===== src/rtl/adex_loader_pkg.sv =====
// rtl/adex_loader_pkg.sv - shared constants, TX state encoding and slot nibble helper for the AdEx parameter loader
package adex_loader_pkg;

  localparam logic [3:0] HEADER_NIB = 4'h0;
  localparam logic [3:0] FOOTER_NIB = 4'hF;
  localparam int         NUM_PARAMS = 7;
  localparam int         NUM_SLOTS  = 16;
  localparam logic [3:0] LAST_SLOT  = 4'(NUM_SLOTS - 1);

  // Byte positions inside the parameter frame, most significant byte sent first
  localparam int IDX_DELTAT = 0;
  localparam int IDX_TAUW   = 1;
  localparam int IDX_A      = 2;
  localparam int IDX_B      = 3;
  localparam int IDX_VRESET = 4;
  localparam int IDX_VT     = 5;
  localparam int IDX_IBIAS  = 6;

  typedef enum logic [2:0] {
    TX_IDLE    = 3'd0,
    TX_SLOT_LO = 3'd1,
    TX_SLOT_HI = 3'd2,
    TX_HOLD    = 3'd3,
    TX_DONE    = 3'd4
  } tx_state_t;

  // Nibble carried by a given slot: header, 14 data nibbles high-first, footer
  function automatic logic [3:0] slot_nibble(input logic [55:0] params, input logic [3:0] slot);
    logic [55:0] shifted;
    logic [3:0]  nib;
    shifted = params << {slot - 4'd1, 2'b00};
    if (slot == 4'd0)
      nib = HEADER_NIB;
    else if (slot == LAST_SLOT)
      nib = FOOTER_NIB;
    else
      nib = shifted[55:52];
    return nib;
  endfunction

endpackage


===== src/rtl/adex_strobe_timer.sv =====
// rtl/adex_strobe_timer.sv - loadable 8-bit down-counter with a one-cycle expiry pulse
module adex_strobe_timer (
  input  logic       clk,
  input  logic       rst_n,
  input  logic       load,
  input  logic [7:0] load_val,
  output logic       expire
);

  logic [7:0] cnt;

  // Load a phase length, then count down and park at zero
  always_ff @(posedge clk or negedge rst_n) begin
    if (!rst_n)
      cnt <= 8'd0;
    else if (load)
      cnt <= load_val;
    else if (cnt != 8'd0)
      cnt <= cnt - 8'd1;
  end

  // Expiry flags the last cycle of the loaded phase so the owner can reload on the same edge
  assign expire = (cnt == 8'd1);

endmodule


===== src/rtl/adex_param_loader_tx.sv =====
// rtl/adex_param_loader_tx.sv - nibble-serial AdEx parameter frame transmitter (optional abort: ADEX_LOADER_TX_ABORT_EN)
module adex_param_loader_tx
  import adex_loader_pkg::*;
#(
  parameter int HALF_PERIOD = 4,
  parameter int HOLD_CYCLES = 4
) (
  input  logic        clk,
  input  logic        rst_n,
  input  logic        start,
  input  logic [55:0] param_bus,
`ifdef ADEX_LOADER_TX_ABORT_EN
  input  logic        abort,
`endif
  output logic        busy,
  output logic        done,
  output logic        load_mode_o,
  output logic        load_enable_o,
  output logic [3:0]  nibble_o
);

  localparam logic [7:0] HALF_LEN = 8'(HALF_PERIOD);
  localparam logic [7:0] HOLD_LEN = 8'(HOLD_CYCLES);

  tx_state_t   state, state_nxt;
  logic [3:0]  slot;
  logic [55:0] snapshot;
  logic        timer_load;
  logic [7:0]  timer_val;
  logic        timer_expire;
  logic        abort_req;

`ifdef ADEX_LOADER_TX_ABORT_EN
  assign abort_req = abort;
`else
  assign abort_req = 1'b0;
`endif

  adex_strobe_timer u_timer (
    .clk      (clk),
    .rst_n    (rst_n),
    .load     (timer_load),
    .load_val (timer_val),
    .expire   (timer_expire)
  );

  // State register
  always_ff @(posedge clk or negedge rst_n) begin
    if (!rst_n)
      state <= TX_IDLE;
    else
      state <= state_nxt;
  end

  // Next-state and timer reload; every phase entry reloads the timer on the same edge
  always_comb begin
    state_nxt  = state;
    timer_load = 1'b0;
    timer_val  = HALF_LEN;
    case (state)
      TX_IDLE: begin
        if (start) begin
          state_nxt  = TX_SLOT_LO;
          timer_load = 1'b1;
        end
      end
      TX_SLOT_LO: begin
        if (timer_expire) begin
          state_nxt  = TX_SLOT_HI;
          timer_load = 1'b1;
        end
      end
      TX_SLOT_HI: begin
        if (timer_expire) begin
          timer_load = 1'b1;
          if (slot == LAST_SLOT) begin
            state_nxt = TX_HOLD;
            timer_val = HOLD_LEN;
          end else begin
            state_nxt = TX_SLOT_LO;
          end
        end
      end
      TX_HOLD: begin
        if (timer_expire)
          state_nxt = TX_DONE;
      end
      TX_DONE:  state_nxt = TX_IDLE;
      default:  state_nxt = TX_IDLE;
    endcase
    // Start wins in IDLE; abort only acts once a frame is running
    if (abort_req && (state != TX_IDLE))
      state_nxt = TX_IDLE;
  end

  // Frame snapshot and slot counter, restarted on every accepted start
  always_ff @(posedge clk or negedge rst_n) begin
    if (!rst_n) begin
      snapshot <= 56'd0;
      slot     <= 4'd0;
    end else if ((state == TX_IDLE) && (state_nxt == TX_SLOT_LO)) begin
      snapshot <= param_bus;
      slot     <= 4'd0;
    end else if ((state == TX_SLOT_HI) && (state_nxt == TX_SLOT_LO)) begin
      slot     <= slot + 4'd1;
    end
  end

  // Nibble changes only on entry to a low phase and clears when the frame ends
  always_ff @(posedge clk or negedge rst_n) begin
    if (!rst_n)
      nibble_o <= 4'd0;
    else if ((state == TX_IDLE) && (state_nxt == TX_SLOT_LO))
      nibble_o <= HEADER_NIB;
    else if ((state == TX_SLOT_HI) && (state_nxt == TX_SLOT_LO))
      nibble_o <= slot_nibble(snapshot, slot + 4'd1);
    else if (state_nxt == TX_IDLE)
      nibble_o <= 4'd0;
  end

  // Pin-level outputs decoded straight from the state register so reset clears them at once
  always_comb begin
    busy          = (state == TX_SLOT_LO) || (state == TX_SLOT_HI) || (state == TX_HOLD);
    load_mode_o   = busy;
    load_enable_o = (state == TX_SLOT_HI);
    done          = (state == TX_DONE);
  end

endmodule


===== config.mk =====
export PLATFORM = sky130hd
export DESIGN_NAME = adex_param_loader_tx
export DESIGN_NICKNAME = d
export VERILOG_FILES = /design/src/rtl/adex_loader_pkg.sv /design/src/rtl/adex_strobe_timer.sv /design/src/rtl/adex_param_loader_tx.sv
export SDC_FILE = /design/constraint.sdc
export NUM_CORES = 1
export LEC_CHECK = 0
export ABC_AREA = 1
export BUFFER_PORTS_ARGS = -buffer_cell sky130_fd_sc_hd__buf_2
export CORE_MARGIN = 5
export CORE_UTILIZATION = 35
export DETAILED_ROUTE_END_ITERATION = 10
export GPL_TIMING_DRIVEN = 0
export PLACE_DENSITY = 0.54
export RECOVER_POWER = 50
export SYNTH_ARGS = -nofsm -noshare
export SYNTH_HDL_FRONTEND = slang
export SYNTH_SLANG_ARGS = --single-unit

===== constraint.sdc =====
create_clock -name clk -period 2.8 [get_ports clk]
set_clock_uncertainty 0.1 [all_clocks]
set_input_delay 0.56 -clock clk [delete_from_list [all_inputs] [get_ports clk]]
set_output_delay 0.56 -clock clk [all_outputs]
set_load 0.05 [all_outputs]

Word-level counts from Yosys, hierarchy flattened:

Cells that the tools add are included.

* add/subtract/negate cells: 3
* $mul: 0
* divide/modulo/power cells: 0
* $lt $le $gt $ge: 0
* equal/unequal tests: 8
* shift operators: 1
* mux-type cells: 18
* bitwise logic cells: 0
* reduce and logical (&&, ||, !) cells: 12

Operators by type and width (count)
* << shifter 56 x 6 -> 56 bit: 1
* two-way mux 4 bit: 7
* two-way mux 8 bit: 2
* two-way mux 3 bit: 4
* case mux 3 bit (4 select lines): 1
* == test 4 bit, second input constant: 2
* == test 8 x 1 -> 1 bit, second input constant: 1
* nonzero test 8 bit: 1
* subtractor 8 x 1 -> 8 bit, second input constant: 1
* == test 3 x 1 -> 1 bit, second input constant: 2
* == test 3 x 2 -> 1 bit, second input constant: 2
* zero test 3 bit: 2
* adder 4 x 1 -> 4 bit, second input constant: 1
* zero test 4 bit: 1
* nonzero test 2 bit: 2
* subtractor 4 x 1 -> 4 bit, second input constant: 1
* == test 3 bit, second input constant: 1
* nonzero test 3 bit: 1
* logical AND 1 bit: 2
* logical OR 1 bit: 2
* two-way mux 1 bit: 2
* two-way mux 2 bit: 1
* case mux 1 bit (2 select lines): 1
* OR reduction 2 bit: 1

* bits in registers: 75
* bits in latches: 0
* memory bits (writable): 0
* ROM bits: 0
* input bits: 59
* output and inout bits: 8
* word-level logic and storage cells: 47
* memories kept: 0

Longest topological paths before layout:

* depth in word-level cells: 8
* gate-level depth with buffers: 15
* gate-level depth less buffers: 13

Modules after synthesis:

Synthesis repeated with hierarchy kept, for this count alone.

* cell total of the unflattened synthesis: 516
* area, all modules: 4080.2 um^2

Modules (own cells, without submodules)
* adex_param_loader_tx: instances 1, cells each 436, area an instance 3457.1 um^2, sequential area each 1676.6 um^2
* adex_strobe_timer: instances 1, cells each 80, area an instance 623.1 um^2, sequential area each 200.2 um^2

Worst setup path after synthesis:

No wires, ideal clock.

* kind: register -> output
* start point: register state[0]
* end point: output done
* data arrival time: 1531 ps
* required time: 2140 ps
* path slack: 609 ps
* cell stages (with the launch flop): 2
* path buffers: 0
* path through: dfrtp_1 > nor3_1

* word-level cells in the longest chain between the ends: 1

Ends and longest elaborated chain
* start: declaration: line adex_param_loader_tx.sv:25 `tx_state_t state, state_nxt;`
* start signal: assignment: line adex_param_loader_tx.sv:52 `state <= state_nxt;`
* == test 3 bit: line adex_param_loader_tx.sv:126 `done = (state == TX_DONE);`
* end: declaration: line adex_param_loader_tx.sv:16 `output logic done,`

No other way between the ends.

Worst setup path after layout:

* start point: register slot[0]
* end point: register nibble_o[0]

* word-level cells in the longest chain between the ends: 8
* elaborated cells between the ends (all ways): 18
* classes of those cells: add/sub (2); eq/ne (3); shift (1); mux (7); reduce/logical (5)

Ends and longest elaborated chain
* start: declaration: line adex_param_loader_tx.sv:26 `logic [3:0] slot;`
* start signal: assignment: line adex_param_loader_tx.sv:105 `slot <= slot + 4'd1;`
* branches (longest 8 deep; another with adder 4 x 1 -> 4 bit)
* end signal: assignment: line adex_param_loader_tx.sv:116 `nibble_o <= slot_nibble(snapshot, slot + 4'd1);`
* end: declaration: line adex_param_loader_tx.sv:19 `output logic [3:0] nibble_o`

Several ways; the timed one is not identified.
A chain may end at the register's enable or synchronous reset.

==> impl_results.md <==
- Nets: 655
- Post-route antenna net violation count: 0
- Clock network power share: 42.3%
- Syn Area/Cell: 7.47 um^2
- Post-route cell area: 4530 um^2
- Max-slew headroom: 11.5%
- Wire per inst: 13.0 um
- RSZ-0062 raised after global routing: false
- Fin crit share: 89.9%
- GP Congestion: 0.790
- Static leakage: 2.42 nW
- Drt via density: 4.59
- Worst-path fanout max: 10
- Worst vdd ir: 0.000239 V
- Post-DP Area: 4370 um^2
- First-pass GRT wire length: 16400 um
- Die area: 13100 um^2
- Core Util, Final: 42.0%
- Overall Global Routing Usage: 15.8%
- Vias in the first global route: 3442
- Sequential-to-total area share from yosys stat: 49.0%
- Post-CTS Setup Repair Bufs: 0
- Mapped cell area: 3830 um^2
- GRT Residual Overflow: 0
- Net Sw Frac: 22.2%
- Endpoint class of the critical path: flip-flop
- Layout cells sized above 1: 19.1%
- Clock buffer depth: 2
- Residual DRC: 0
- PD cells: 438 nW/um^2
- I/O pin count: 67
- Worst-skew pair later-pin latency: 0.36 ns
- Clk root buf: clkbuf_8
- Internal: 1.54 mW
- Pin count of the biggest net entering global routing: 53
- Sw Pwr: 0.441 mW
- Worst-path clk slew: 0.08 ns
- Sinks on the clock net: 75
- Core box area: 10800 um^2
- Count leader, synth: nand2_1
- Register bit count reported by yosys: 75
- Final number of setup-violating endpoints: 0
- Ant. Diodes: 0
- Startpoint types: flip-flop
- Vias post-DR: 3375
- TNS Setup: 0 ns
- Total power: 1.98 mW
- CTS tree: done
- Top cells by count, synth: nand2_1, dfrtp_1, inv_1
- Height of the die: 115 um
- Flop pwr share: 54.6%
- FP Rows: 38
- Run status: completed
- Mapped Nets: 577
- EDFF count, synth: 0
- PortBufs: 66
- Post-synthesis cell count: 513
- Initial antenna violation count: 0
- Yosys cell types: 28
- Synth warn: 0
- CP Data Required Time: 2.94 ns
- Worst slew pin tran: 1.33 ns
- Fmax: 397 MHz
- Area delta synth->final: 18.2%
- Top-area cell type share of the netlist area: 49.0%
- Setup slack after layout: 0.283 ns
- Synth top area cells: dfrtp_1, nand2_1, inv_1, o21ai_0, nor2_1
- Final Hold Viols: 0
- Detailed Route WL: 9530 um
- Post-synth top area cell: dfrtp_1
- Hpwl dp: 7200 um
- Initial core utilization: 35.5%
- First-pass DRT Iterations: 4
- Worst Setup Path Type: flip-flop to flip-flop
- Total CTS buffers: 9
- Comb pwr share: 3.1%
- Final critical-path required period: 2.52 ns
- HP Class: primary input to flip-flop
- Post-place setup slack: 0.0403 ns
- Max_cap viols: 0
- H-tree depth: 3
- Hold_buf cts: 0
- Crit path DAT: 2.66 ns
- Top FF cell, synth: dfrtp_1
- Async set-reset flop share out of synthesis: 100%
- Initial DRC Count: 124
- Final Slew Violations: 0
- Die Wd: 115 um
-- state kept, by name (all words and copies together) (netlist names) --
name	cells
state	3
u_timer.cnt	8
slot	4
snapshot	56
nibble_o	4
-- layout make-up --
type / instances / area [um^2]
clock buffers: 11 / 141
inverters: 51 / 195
multi-input cells: 365 / 1640
repair buffers: 67 / 337
clock inverters: 5 / 52.6
well taps: 140 / 175
plain buffers: 22 / 110
fillers: 1131 / 6260
flip-flops and latches: 75 / 1880
-- metal layers --
layer  track usage (%)  vias up  routed length (um)  share of wire (%)
li1                  -     1746                   -                  -
met1              21.9     1561                4730                 50
met2              24.6       54                4260                 45
met3              2.75       14                 387                4.1
met4              6.18        0                 166                1.7
met5                 0        -                   0                  0
-- what timing repair did --
| action | 4_1_cts | 5_1_grt |
|---|---|---|
| gates resized for setup | 0 | 2 |
| setup endpoints to repair | 0 | 4 |
| hold endpoints to repair | 0 | 0 |
-- worst max-delay path: stages, from the launching register on --
cell and delay (ns):
dfrtp_1 0.36, buf_2 0.18, inv_2 0.04, buf_4 0.16
buf_4 0.18, ha_1 0.24, nor2_4 0.25, clkinvlp_4 0.27
nand2_1 0.12, nand2_1 0.08, nand2_1 0.07, nand2_1 0.06
nand2_1 0.06, nand3_1 0.10, nand2_1 0.07, nand2_1 0.05
-- stage by stage --
step	cells	hold slack, ns
3_3_place_gp	719	0.358
4_1_cts	736	0.00111
3_5_place_dp	720	0.360
6_report	736	0.290
5_1_grt	736	0.288
2_1_floorplan	513	0.164
-- power groups by stage --
stage / clock [mW] / sequential (mW) / combinational (mW)
after global routing: 0.900 / 1.08 / 0.0730
after CTS: 0.858 / 1.08 / 0.0692
after floorplan: 0 / 1.10 / 0.000000412
final: 0.839 / 1.08 / 0.0621
after global placement: 0 / 1.10 / 0.0630
after detailed placement: 0 / 1.10 / 0.0693
-- final timing paths --
check	from	endpoint	slack, ns	depth (start not counted)
min in group asynchronous	rst_n	u_timer.cnt[0]	0.38	1
setup / recovery	slot[0]	nibble_o[0]	0.28	15
max in group asynchronous	rst_n	snapshot[9]	0.72	2
setup reg to reg	slot[0]	nibble_o[0]	0.28	15
hold reg to reg	u_timer.cnt[7]	u_timer.cnt[7]	0.38	1
hold / removal	param_bus[29]	snapshot[29]	0.29	3
-- cell usage in the layout (no fill, tap or decap), drive strengths merged --
master / Yosys / final
nand2: 236 / 236
bufinv: 0 / 1
buf: 14 / 79
xnor2: 1 / 1
nor3: 5 / 5
or2: 1 / 1
nand4: 4 / 4
nand3: 18 / 18
clkinv: 2 / 4
clkbuf: 8 / 21
inv: 49 / 49
xor2: 2 / 2
a21oi: 8 / 8
a31oi: 2 / 2
ha: 5 / 5
a211oi: 2 / 2
dfrtp: 75 / 75
clkinvlp: 0 / 2
o211ai: 8 / 8
nor2: 28 / 28
o21ai: 45 / 45
-- logic make-up (layout without fill, tap and decap cells) --
| family | Yosys count | count (layout) | share of synthesized area, % |
|---|---|---|---|
| AO/OA/AOI/OAI | 65 | 65 | 9.31 |
| XOR/XNOR | 3 | 3 | 0.686 |
| adder cells (fa/ha/maj) | 5 | 5 | 1.63 |
| buffers and inverters | 73 | 156 | 7.87 |
| flip-flops | 75 | 75 | 49.0 |
| AND/OR/NAND/NOR | 292 | 292 | 31.5 |
Power figures use the tool's default switching activity.
